===== src/rtl/ddr_timing_pkg.sv =====
// Shared types and helpers for the per-bank DRAM timing tracker.
// Holds the bank state encoding, strobe count and latency clamp.
package ddr_timing_pkg;

   typedef enum logic [2:0] {
      ST_IDLE        = 3'd0,
      ST_ACTIVATING  = 3'd1,
      ST_ACTIVE      = 3'd2,
      ST_READING     = 3'd3,
      ST_WRITING     = 3'd4,
      ST_PRECHARGING = 3'd5,
      ST_REFRESHING  = 3'd6
   } bank_state_t;

   localparam int NCMD = 8;

   // zero latency behaves as a one-cycle latency
   function automatic logic [31:0] lat_clamp(input logic [31:0] v);
      return (v == 32'd0) ? 32'd1 : v;
   endfunction

endpackage


===== src/rtl/bank_timing_fsm.sv =====
// One bank's timing state machine and down-counter.
// go_* strobes arrive decoded; legal flags the presented command.
module bank_timing_fsm
   import ddr_timing_pkg::*;
#(
   parameter int CNTWIDTH = 8
) (
   input  logic                clk,
   input  logic                rst,
   input  logic                go_act,
   input  logic                go_rd,
   input  logic                go_rda,
   input  logic                go_wr,
   input  logic                go_wra,
   input  logic                go_pr,
   input  logic                go_pra,
   input  logic                go_ref,
   input  logic [CNTWIDTH-1:0] t_rcd,
   input  logic [CNTWIDTH-1:0] t_rp,
   input  logic [CNTWIDTH-1:0] t_rfc,
   input  logic [CNTWIDTH-1:0] t_cl,
   input  logic [CNTWIDTH-1:0] t_cwl,
   input  logic [CNTWIDTH-1:0] t_bl,
   output bank_state_t         state,
   output logic                busy,
   output logic                legal
);

   localparam int CW1 = CNTWIDTH + 1;

   logic [CNTWIDTH:0]   cnt, nxt_cnt;
   logic [CNTWIDTH:0]   rd_sum, wr_sum;
   logic [CNTWIDTH-1:0] rp_hold, nxt_rp;
   logic                ap, nxt_ap;
   bank_state_t         nxt_state;
   logic                is_idle, is_active, is_timed;

   function automatic logic [CNTWIDTH:0] ld(input logic [CNTWIDTH:0] v);
      return CW1'(lat_clamp(32'(v)) - 32'd1);
   endfunction

   function automatic logic timed(input bank_state_t s);
      return (s != ST_IDLE) && (s != ST_ACTIVE);
   endfunction

   assign rd_sum    = {1'b0, t_cl} + {1'b0, t_bl};
   assign wr_sum    = {1'b0, t_cwl} + {1'b0, t_bl};
   assign is_idle   = (state == ST_IDLE);
   assign is_active = (state == ST_ACTIVE);
   assign is_timed  = timed(state);

   // legality of whatever command is presented this cycle
   always_comb begin
      legal = 1'b1;
      if (go_act) legal = is_idle;
      if (go_rd | go_rda | go_wr | go_wra) legal = is_active;
      if (go_pr) legal = is_idle | is_active;
      if (go_pra) legal = ~is_timed;
      if (go_ref) legal = is_idle;
   end

   // next-state, counter load and auto-precharge bookkeeping
   always_comb begin
      nxt_state = state;
      nxt_cnt   = cnt;
      nxt_ap    = ap;
      nxt_rp    = rp_hold;
      unique case (state)
         ST_IDLE: begin
            if (go_act) begin
               nxt_state = ST_ACTIVATING;
               nxt_cnt   = ld({1'b0, t_rcd});
            end else if (go_ref) begin
               nxt_state = ST_REFRESHING;
               nxt_cnt   = ld({1'b0, t_rfc});
            end
         end
         ST_ACTIVE: begin
            unique case (1'b1)
               go_rd, go_rda: begin
                  nxt_state = ST_READING;
                  nxt_cnt   = ld(rd_sum);
                  nxt_ap    = go_rda;
                  nxt_rp    = t_rp;
               end
               go_wr, go_wra: begin
                  nxt_state = ST_WRITING;
                  nxt_cnt   = ld(wr_sum);
                  nxt_ap    = go_wra;
                  nxt_rp    = t_rp;
               end
               go_pr, go_pra: begin
                  nxt_state = ST_PRECHARGING;
                  nxt_cnt   = ld({1'b0, t_rp});
               end
               default: ;
            endcase
         end
         ST_ACTIVATING: begin
            if (cnt == '0) nxt_state = ST_ACTIVE;
            else nxt_cnt = cnt - 1'b1;
         end
         ST_READING, ST_WRITING: begin
            if (cnt == '0) begin
               if (ap) begin
                  nxt_state = ST_PRECHARGING;
                  nxt_cnt   = ld({1'b0, rp_hold});
                  nxt_ap    = 1'b0;
               end else begin
                  nxt_state = ST_ACTIVE;
               end
            end else begin
               nxt_cnt = cnt - 1'b1;
            end
         end
         ST_PRECHARGING, ST_REFRESHING: begin
            if (cnt == '0) nxt_state = ST_IDLE;
            else nxt_cnt = cnt - 1'b1;
         end
         default: nxt_state = ST_IDLE;
      endcase
   end

   // bank state register with busy registered alongside
   always_ff @(posedge clk) begin
      if (rst) begin
         state   <= ST_IDLE;
         cnt     <= '0;
         ap      <= 1'b0;
         rp_hold <= '0;
         busy    <= 1'b0;
      end else begin
         state   <= nxt_state;
         cnt     <= nxt_cnt;
         ap      <= nxt_ap;
         rp_hold <= nxt_rp;
         busy    <= timed(nxt_state);
      end
   end

endmodule


===== src/rtl/bank_timing_array.sv =====
// Per-bank DRAM timing tracker: decodes commands to banks,
// checks all-bank legality and reports state and errors.
module bank_timing_array
   import ddr_timing_pkg::*;
#(
   parameter  int BGWIDTH  = 2,
   parameter  int BAWIDTH  = 2,
   parameter  int CNTWIDTH = 8,
   localparam int BW       = BGWIDTH + BAWIDTH,
   localparam int NBANKS   = 2 ** BW
) (
   input  logic                  clk,
   input  logic                  rst,
   input  logic [BGWIDTH-1:0]    bg,
   input  logic [BAWIDTH-1:0]    ba,
   input  logic                  ACT,
   input  logic                  RD,
   input  logic                  RDA,
   input  logic                  WR,
   input  logic                  WRA,
   input  logic                  PR,
   input  logic                  PRA,
   input  logic                  REF,
   input  logic [CNTWIDTH-1:0]   tRCD,
   input  logic [CNTWIDTH-1:0]   tRP,
   input  logic [CNTWIDTH-1:0]   tRFC,
   input  logic [CNTWIDTH-1:0]   tCL,
   input  logic [CNTWIDTH-1:0]   tCWL,
   input  logic [CNTWIDTH-1:0]   tBL,
   output logic [NBANKS*3-1:0]   bank_state,
   output logic [NBANKS-1:0]     bank_busy,
   output logic                  cmd_err,
   output logic [BW-1:0]         err_bank
);

   logic [NCMD-1:0]   strb;
   logic [BW-1:0]     idx;
   logic              single, multi, bank_cmd;
   logic              any_timed, all_idle;
   logic              go_pra, go_ref;
   logic              err_now;
   logic [BW-1:0]     err_idx;
   logic [NBANKS-1:0] legal;
   bank_state_t       st [NBANKS];

   assign strb     = {REF, PRA, PR, WRA, WR, RDA, RD, ACT};
   assign idx      = {bg, ba};
   assign single   = ($countones(strb) == 1);
   assign multi    = ($countones(strb) > 1);
   assign bank_cmd = |strb[5:0];

   // all-bank conditions from the registered states
   always_comb begin
      all_idle = 1'b1;
      for (int i = 0; i < NBANKS; i++)
         if (st[i] != ST_IDLE) all_idle = 1'b0;
   end

   assign any_timed = |bank_busy;
   assign go_pra    = single & PRA & ~any_timed;
   assign go_ref    = single & REF & all_idle;

   for (genvar i = 0; i < NBANKS; i++) begin : g_bank
      logic sel;
      assign sel = single & (idx == BW'(i));
      bank_timing_fsm #(.CNTWIDTH(CNTWIDTH)) u_fsm (
         .clk    (clk),
         .rst    (rst),
         .go_act (ACT & sel),
         .go_rd  (RD & sel),
         .go_rda (RDA & sel),
         .go_wr  (WR & sel),
         .go_wra (WRA & sel),
         .go_pr  (PR & sel),
         .go_pra (go_pra),
         .go_ref (go_ref),
         .t_rcd  (tRCD),
         .t_rp   (tRP),
         .t_rfc  (tRFC),
         .t_cl   (tCL),
         .t_cwl  (tCWL),
         .t_bl   (tBL),
         .state  (st[i]),
         .busy   (bank_busy[i]),
         .legal  (legal[i])
      );
      assign bank_state[3*i +: 3] = st[i];
   end

   // error detection against the pre-edge bank states
   always_comb begin
      err_now = multi
              | (single & bank_cmd & ~legal[idx])
              | (single & PRA & any_timed)
              | (single & REF & ~all_idle);
      err_idx = (single & bank_cmd) ? idx : '0;
   end

   // registered error pulse and sticky error bank
   always_ff @(posedge clk) begin
      if (rst) begin
         cmd_err  <= 1'b0;
         err_bank <= '0;
      end else begin
         cmd_err <= err_now;
         if (err_now) err_bank <= err_idx;
      end
   end

endmodule


===== config.mk =====
export PLATFORM = sky130hd
export DESIGN_NAME = bank_timing_array
export DESIGN_NICKNAME = d
export VERILOG_FILES = /design/src/rtl/ddr_timing_pkg.sv /design/src/rtl/bank_timing_fsm.sv /design/src/rtl/bank_timing_array.sv
export SDC_FILE = /design/constraint.sdc
export NUM_CORES = 2
export LEC_CHECK = 0
export CAP_MARGIN = 5
export CELL_PAD_IN_SITES_DETAIL_PLACEMENT = 1
export CELL_PAD_IN_SITES_GLOBAL_PLACEMENT = 1
export CORE_MARGIN = 2
export CORE_UTILIZATION = 48
export DETAILED_ROUTE_END_ITERATION = 8
export GPL_ROUTABILITY_DRIVEN = 0
export GPL_TIMING_DRIVEN = 0
export PLACE_DENSITY_LB_ADDON = 0.1
export SYNTH_ARGS = -nofsm -noshare
export SYNTH_HDL_FRONTEND = slang
export SYNTH_HIERARCHICAL = 1
export SYNTH_SLANG_ARGS = --single-unit

===== constraint.sdc =====
create_clock -name clk -period 10.56 [get_ports clk]
set_clock_uncertainty 0.15 [all_clocks]
set_input_delay 1.056 -clock clk [delete_from_list [all_inputs] [get_ports clk]]
set_output_delay 1.056 -clock clk [all_outputs]
set_load 0.005 [all_outputs]

======== After elaboration in Yosys (flattened, before gate mapping) ========
Index checks and enable logic that the tools add are counted.
storage, ports and cells
  register bits after elaboration ......... 357
  latch bits .............................. 0
  bits in writable memories ............... 0
  memory bits (read-only) ................. 0
  word-level logic and storage cells ...... 1281
  memories kept ........................... 0
cells by class
  add/sub/neg operators ................... 46
  multiply operators ...................... 0
  divide/modulo/power cells ............... 0
  magnitude comparators ................... 2
  equal/unequal tests ..................... 240
  shift-type cells ........................ 0
  mux-type cells .......................... 393
  bitwise gates (word level) .............. 206
  reduce and logical (&&, ||, !) cells .... 312
operators by type and width
  operator                                           count
  2-to-1 mux 9 bit                                   67
  one-hot mux 9 bit (4 select lines)                 16
  one-hot mux 9 bit (3 select lines)                 16
  subtractor 9 x 1 -> 9 bit (second input constant)  34
  2-to-1 mux 3 bit                                   96
  one-hot mux 3 bit (5 select lines)                 16
  != test 3 x 2 -> 1 bit (second input constant)     63
  logical NOT 9 bit                                  18
  OR reduction 2 bit                                 80
  logical NOT 8 bit                                  19
  2-to-1 mux 8 bit                                   19
  == test 3 bit (second input constant)              48
  one-hot mux 3 bit (3 select lines)                 16
  bitwise AND 1 bit                                  120
  2-to-1 mux 1 bit                                   113
  == test 3 x 2 -> 1 bit (second input constant)     32
  nonzero test 3 bit                                 32
  AND reduction 5 bit                                16
  bitwise OR 1 bit                                   67
  != test 4 bit (second input constant)              16
  one-hot mux 1 bit (2 select lines)                 32
  nonzero test 4 bit                                 16
  OR reduction 4 bit                                 16
  == test 3 x 1 -> 1 bit (second input constant)     16
  28 further kinds                                   215

======== Longest topological paths before layout ========
  depth in word-level cells ............... 26
  depth in mapped cells ................... 29
  gate-level depth less buffers ........... 25

======== Cells and area by module ========
The synthesis kept the hierarchy.
modules (own cells, without submodules)
  module                                 instances  cells each  area an instance (um^2)  sequential area each (um^2)
  bank_timing_fsm (g_bank[0].u_fsm ...)  8          405         2907.8                   440.4
  bank_timing_fsm (g_bank[3].u_fsm ...)  4          404         2899.0                   440.4
  bank_timing_fsm (g_bank[8].u_fsm)      1          421         3134.3                   440.4
  bank_timing_fsm (g_bank[9].u_fsm)      1          422         2996.6                   440.4
  bank_timing_fsm (g_bank[7].u_fsm)      1          402         2942.8                   440.4
  bank_timing_fsm (g_bank[11].u_fsm)     1          413         2926.6                   440.4
  bank_timing_array                      1          218         1438.9                   100.1

======== Worst setup path after synthesis ========
Ideal clock, no wire load.
  path type ............................... input-to-reg
  start ................................... input RD
  end ..................................... register err_bank[0]
  library setup time ...................... 0.072 ns
  arrival time ............................ 7.470 ns
  data required time ...................... 10.338 ns
  slack ................................... 2.868 ns
  stages .................................. 19
  path through ............................ clkinv_1 -> clkbuf_1 -> fa_1 -> fa_1 -> fa_1 -> inv_1 -> ha_1 -> inv_1 -> fa_1 -> and4bb_2 -> a31o_2 -> and3_1 -> o22ai_1 -> a22o_1 -> mux4_1 -> mux2i_1 -> mux2i_1 -> o221ai_2 -> mux2i_1
RTL lines
  what                                        line                      RTL
  from (decl)                                 bank_timing_array.sv:17   input logic RD,
  adder 1 x 1 -> 2 bit (implied by the code)  bank_timing_array.sv:48   assign single = ($countones(strb) == 1);
  adder 2 x 2 -> 3 bit (implied by the code)  bank_timing_array.sv:48
  adder 3 x 3 -> 4 bit (implied by the code)  bank_timing_array.sv:48
  == test 32 x 2 -> 1 bit                     bank_timing_array.sv:48
  bitwise AND 1 bit (2 in series)             bank_timing_array.sv:61   assign go_ref = single & REF & all_idle;
  net go_ref                                  bank_timing_array.sv:40   logic go_pra, go_ref;
  2-to-1 mux 1 bit                            bank_timing_fsm.sv:59     if (go_ref) legal = is_idle;
  net legal[9]                                bank_timing_array.sv:43   logic [NBANKS-1:0] legal;
  binary-select mux 1 bit (select 4 bit)      bank_timing_array.sv:93   | (single & bank_cmd & ~legal[idx])
  2-to-1 mux 1 bit (implied by the code)      bank_timing_array.sv:93
  NOT 1 bit                                   bank_timing_array.sv:93
  bitwise AND 1 bit                           bank_timing_array.sv:93
  bitwise OR 1 bit                            bank_timing_array.sv:93
  bitwise OR 1 bit                            bank_timing_array.sv:94   | (single & PRA & any_timed)
  bitwise OR 1 bit                            bank_timing_array.sv:95   | (single & REF & ~all_idle);
  to (signal assigned)                        bank_timing_array.sv:106  if (err_now) err_bank <= err_idx;
  to (decl)                                   bank_timing_array.sv:33   output logic [BW-1:0] err_bank
The timed path passes the listed nets, and every way through them passes these cells. The select of a mux whose other input is x is not followed.
A chain may end at the register's enable or synchronous reset.

======== Worst setup path in the final report ========
  start ................................... input WR
  end ..................................... register err_bank[1]
between the ends
  longest elaborated chain between the ends .. 20
ends and longest elaborated chain
  what                                         line                                              RTL
  from (decl)                                  bank_timing_array.sv:19                           input logic WR,
  adder 1 x 1 -> 2 bit (implied by the code)   bank_timing_array.sv:48
  adder 2 x 2 -> 3 bit (implied by the code)   bank_timing_array.sv:48
  adder 3 x 3 -> 4 bit (implied by the code)   bank_timing_array.sv:48
  == test 32 x 2 -> 1 bit                      bank_timing_array.sv:48
  bitwise AND 1 bit                            bank_timing_array.sv:65                           assign sel = single & (idx == BW'(i));
  bitwise AND 1 bit, on equally long branches  bank_timing_array.sv:70, bank_timing_array.sv:71
  bitwise OR 1 bit (3 in series)               bank_timing_fsm.sv:56                             if (go_rd | go_rda | go_wr | go_wra) legal = is_active;
  2-to-1 mux 1 bit                             bank_timing_fsm.sv:56
  [3 not listed]                               n/a
  net legal[11]                                bank_timing_array.sv:43
  binary-select mux 1 bit (select 4 bit) (*)   bank_timing_array.sv:93
  2-to-1 mux 1 bit (implied by the code) (*)   bank_timing_array.sv:93
  NOT 1 bit (*)                                bank_timing_array.sv:93
  bitwise AND 1 bit (*)                        bank_timing_array.sv:93
  bitwise OR 1 bit (*)                         bank_timing_array.sv:93
  bitwise OR 1 bit (*)                         bank_timing_array.sv:94
  bitwise OR 1 bit (*)                         bank_timing_array.sv:95
Mark *: on every way through the listed nets, which the timed path passes. The rest lies on a longest branch. The select of a mux whose other input is x is not followed.

==> metrics.csv <==
metric,value,unit
status,"complete, but fails checks",
violations,setup timing,
coreArea,99900,sq um
vdd_drop_max,165,uV
overflow,0,
dr.max_layer_used,met5,
clock-root-buffer,clkbuf_16,
cp-start-kind,input port,
hold_violations,0,
holdPathStages,2,
drc,0,
drt_iter0_drc,5774,
cts_made_buffers,49,
antenna_left,0,
via_per_inst,7.08,
synthTopCellsByCount,"nor2_1, nand2_1, a21oi_1",
grtUsageTotal,42.8,%
r2r_setup_slack,4.52,ns
die_height,321,um
h-tree-depth,2,
layout.nets,7357,
fin_area,53700,sq um
slew_violations,0,
insertion_delay,0.69,ns
total_power,10.9,mW
met2WireLength,95900,um
dp_slack,-0.226,ns
clk_pin_slew,0.06,ns
path_class,input port to flip-flop,
clk_path_buf_depth,3,
rsz0062_at_grt,no,
dpl_cell_area,51800,sq um
cp-end-kind,flip-flop,
drv_cap,0,
drt_pass1_iterations,8,
yosysTopAreaCell,dfxtp_1,
timing.rr.start,g_bank[5].u_fsm/state[2],
synth-edff-count,0,
synth.area.top_cells,"dfxtp_1, ha_1, a21oi_1",
antenna_found_initial,21,
postSynthCellCount,6732,
instances_no_fill,8305,
r2r_end,err_bank[1],
ys_types,127,
fin_crit_sh,102,%
route.vias.total,58800,
dieArea,103000,sq um
min_period,10.78,ns
drt_wl_total,231000,um
worst_pin_slew,1.45,ns
grt_max_degree,75,
p_per_area,203,nW/um^2
worst-path-max-fanout,10,
rows,116,
grt_pass1_wl,345000,um
die_width,321,um
synth_fp_nets,7138,
syn_area,48300,sq um
syn_to_final_growth,11.1,%
cts_sinks,357,
yosysWarnings,6,
max-slew-margin-rel,1.82,%
wl_met1,91300,um
min_to,g_bank[4].u_fsm/cnt[1],
layout-drive-gt1-share,9.40,%
hp-class,flip-flop to flip-flop,
syn_avg_cell_area,7.17,sq um
wl_met3,27300,um
arrival,11.23,ns
rr_worst_depth,13,
io_pins,131,
synth_ff_type,dfxtp_1,
dp.cells,8195,
leakage,19.4,nW
fmax,92.8,MHz
wire_per_inst,27.8,um
seq_area_frac_synth,14.8,%
dp_hpwl,162000,um
worstHoldStart,g_bank[4].u_fsm/cnt[1],
layout_setup_ws,-0.218,ns
io_buffers,128,
cts_tree,done,
crit_required,11.01,ns
ys_ff_latch,357,
report.final.setup_viol,5,
netlist.area_leader.share,14.8,%
async_reset_ff_share,0,%
grt_pass1_vias,56900,
start_util,48.4,%
synth_most_common_cell,nor2_1,
-- kinds of logic after synthesis --
| group | share of synthesized area, % |
|---|---|
| AND/OR/NAND/NOR | 30.1 |
| flip-flops | 14.8 |
| adder cells (fa/ha/maj) | 9.47 |
| buffers and inverters | 4.78 |
| XOR/XNOR | 4.99 |
| multiplexers | 3.44 |
| AO/OA/AOI/OAI | 32.4 |
-- sequential cells by signal, summed over array words and instances (netlist names) --
name,flops
g_bank.u_fsm/ap,16
g_bank.u_fsm/state,48
err_bank,4
g_bank.u_fsm/busy,16
g_bank.u_fsm/rp_hold,128
g_bank.u_fsm/cnt,144
cmd_err,1
-- cell usage in the layout, fill, tap and decap left out, types with 72 or more instances in the layout --
master             n
o211ai_1          81
ha_1             308
o21ai_0          415
nand2_1          646
or2_2             80
nor4_1           149
o22ai_1          103
clkbuf_1         191
xnor2_1          162
buf_2            114
nand2b_1          81
a21oi_1          531
inv_1            236
nor2b_1           97
mux2i_1          102
or3_1             85
and2_1            72
clkdlybuf4s50_1   79
nor2_1           694
nand3_1          153
nor3_1           309
a211oi_1         132
xor2_1           113
dfxtp_1          357
-- how the worst max path moves through the flow --
stage,start,end,slack [ns]
floorplan,RD,err_bank[0],2.87
global placement,ACT,cmd_err,-1.44
detailed placement,ACT,err_bank[0],-0.23
CTS,ACT,err_bank[1],0.40
global route,WR,err_bank[2],0.01
finish,WR,err_bank[1],-0.22
-- layer usage --
layer / global-route usage, % / vias to the layer above
met2: 63.9 / 3264
met4: 25.8 / 20
li1: - / 26000
met1: 54.2 / 28600
met3: 12.6 / 956
met5: 0 / -
-- report_power, final --
part           switching, mW  internal [mW]  total, mW
logic                   4.36           2.63       6.99
clock network          0.748           1.12       1.87
registers              0.416           1.61       2.03
-- through the flow --
stage	TNS, ns	utilization, %	hold slack, ns
detailed placement	-1.02	51.9	0.319
global route	0	53.7	0.346
CTS	0	53.7	0.326
global placement	-49.30	51.3	0.311
floorplan	0	-	0.295
finish	-0.978	53.7	0.322
-- area by class of cell --
class / count / area, sq um
Fill cell: 12900 / 46200
Inverter: 242 / 908
Clock inverter: 27 / 402
Sequential cell: 357 / 7150
Clock buffer: 62 / 1350
Tap cell: 1298 / 1620
Multi-Input combinational cell: 5832 / 38900
Antenna cell: 18 / 45.0
Buffer: 301 / 1400
Timing Repair Buffer: 168 / 1910
-- worst max-delay path, cell delays in order --
cell	delay, ns
clkdlybuf4s50_1	0.61
clkinv_1	0.68
clkbuf_1	0.75
fa_1	0.75
fa_1	0.43
fa_1	0.49
inv_1	0.05
ha_1	0.21
inv_1	0.09
fa_1	0.45
and4bb_2	0.25
a31o_2	0.31
nand3b_1	0.41
clkbuf_1	0.72
nor3_1	0.25
or2_1	0.31
buf_2	0.17
nor3_1	0.51
clkbuf_1	0.45
o21a_1	0.16
o21ai_0	0.07
a32o_1	0.32
mux4_1	0.49
mux2i_1	0.20
mux2i_1	0.13
o221ai_2	0.61
mux2i_1	0.27
-- repair_timing --
action	CTS	global route
setup buffers	0	0
hold buffers	0	0
setup endpoints to repair	0	4
resized for setup	0	3
Note: power is estimated with default switching activity, not from simulation.
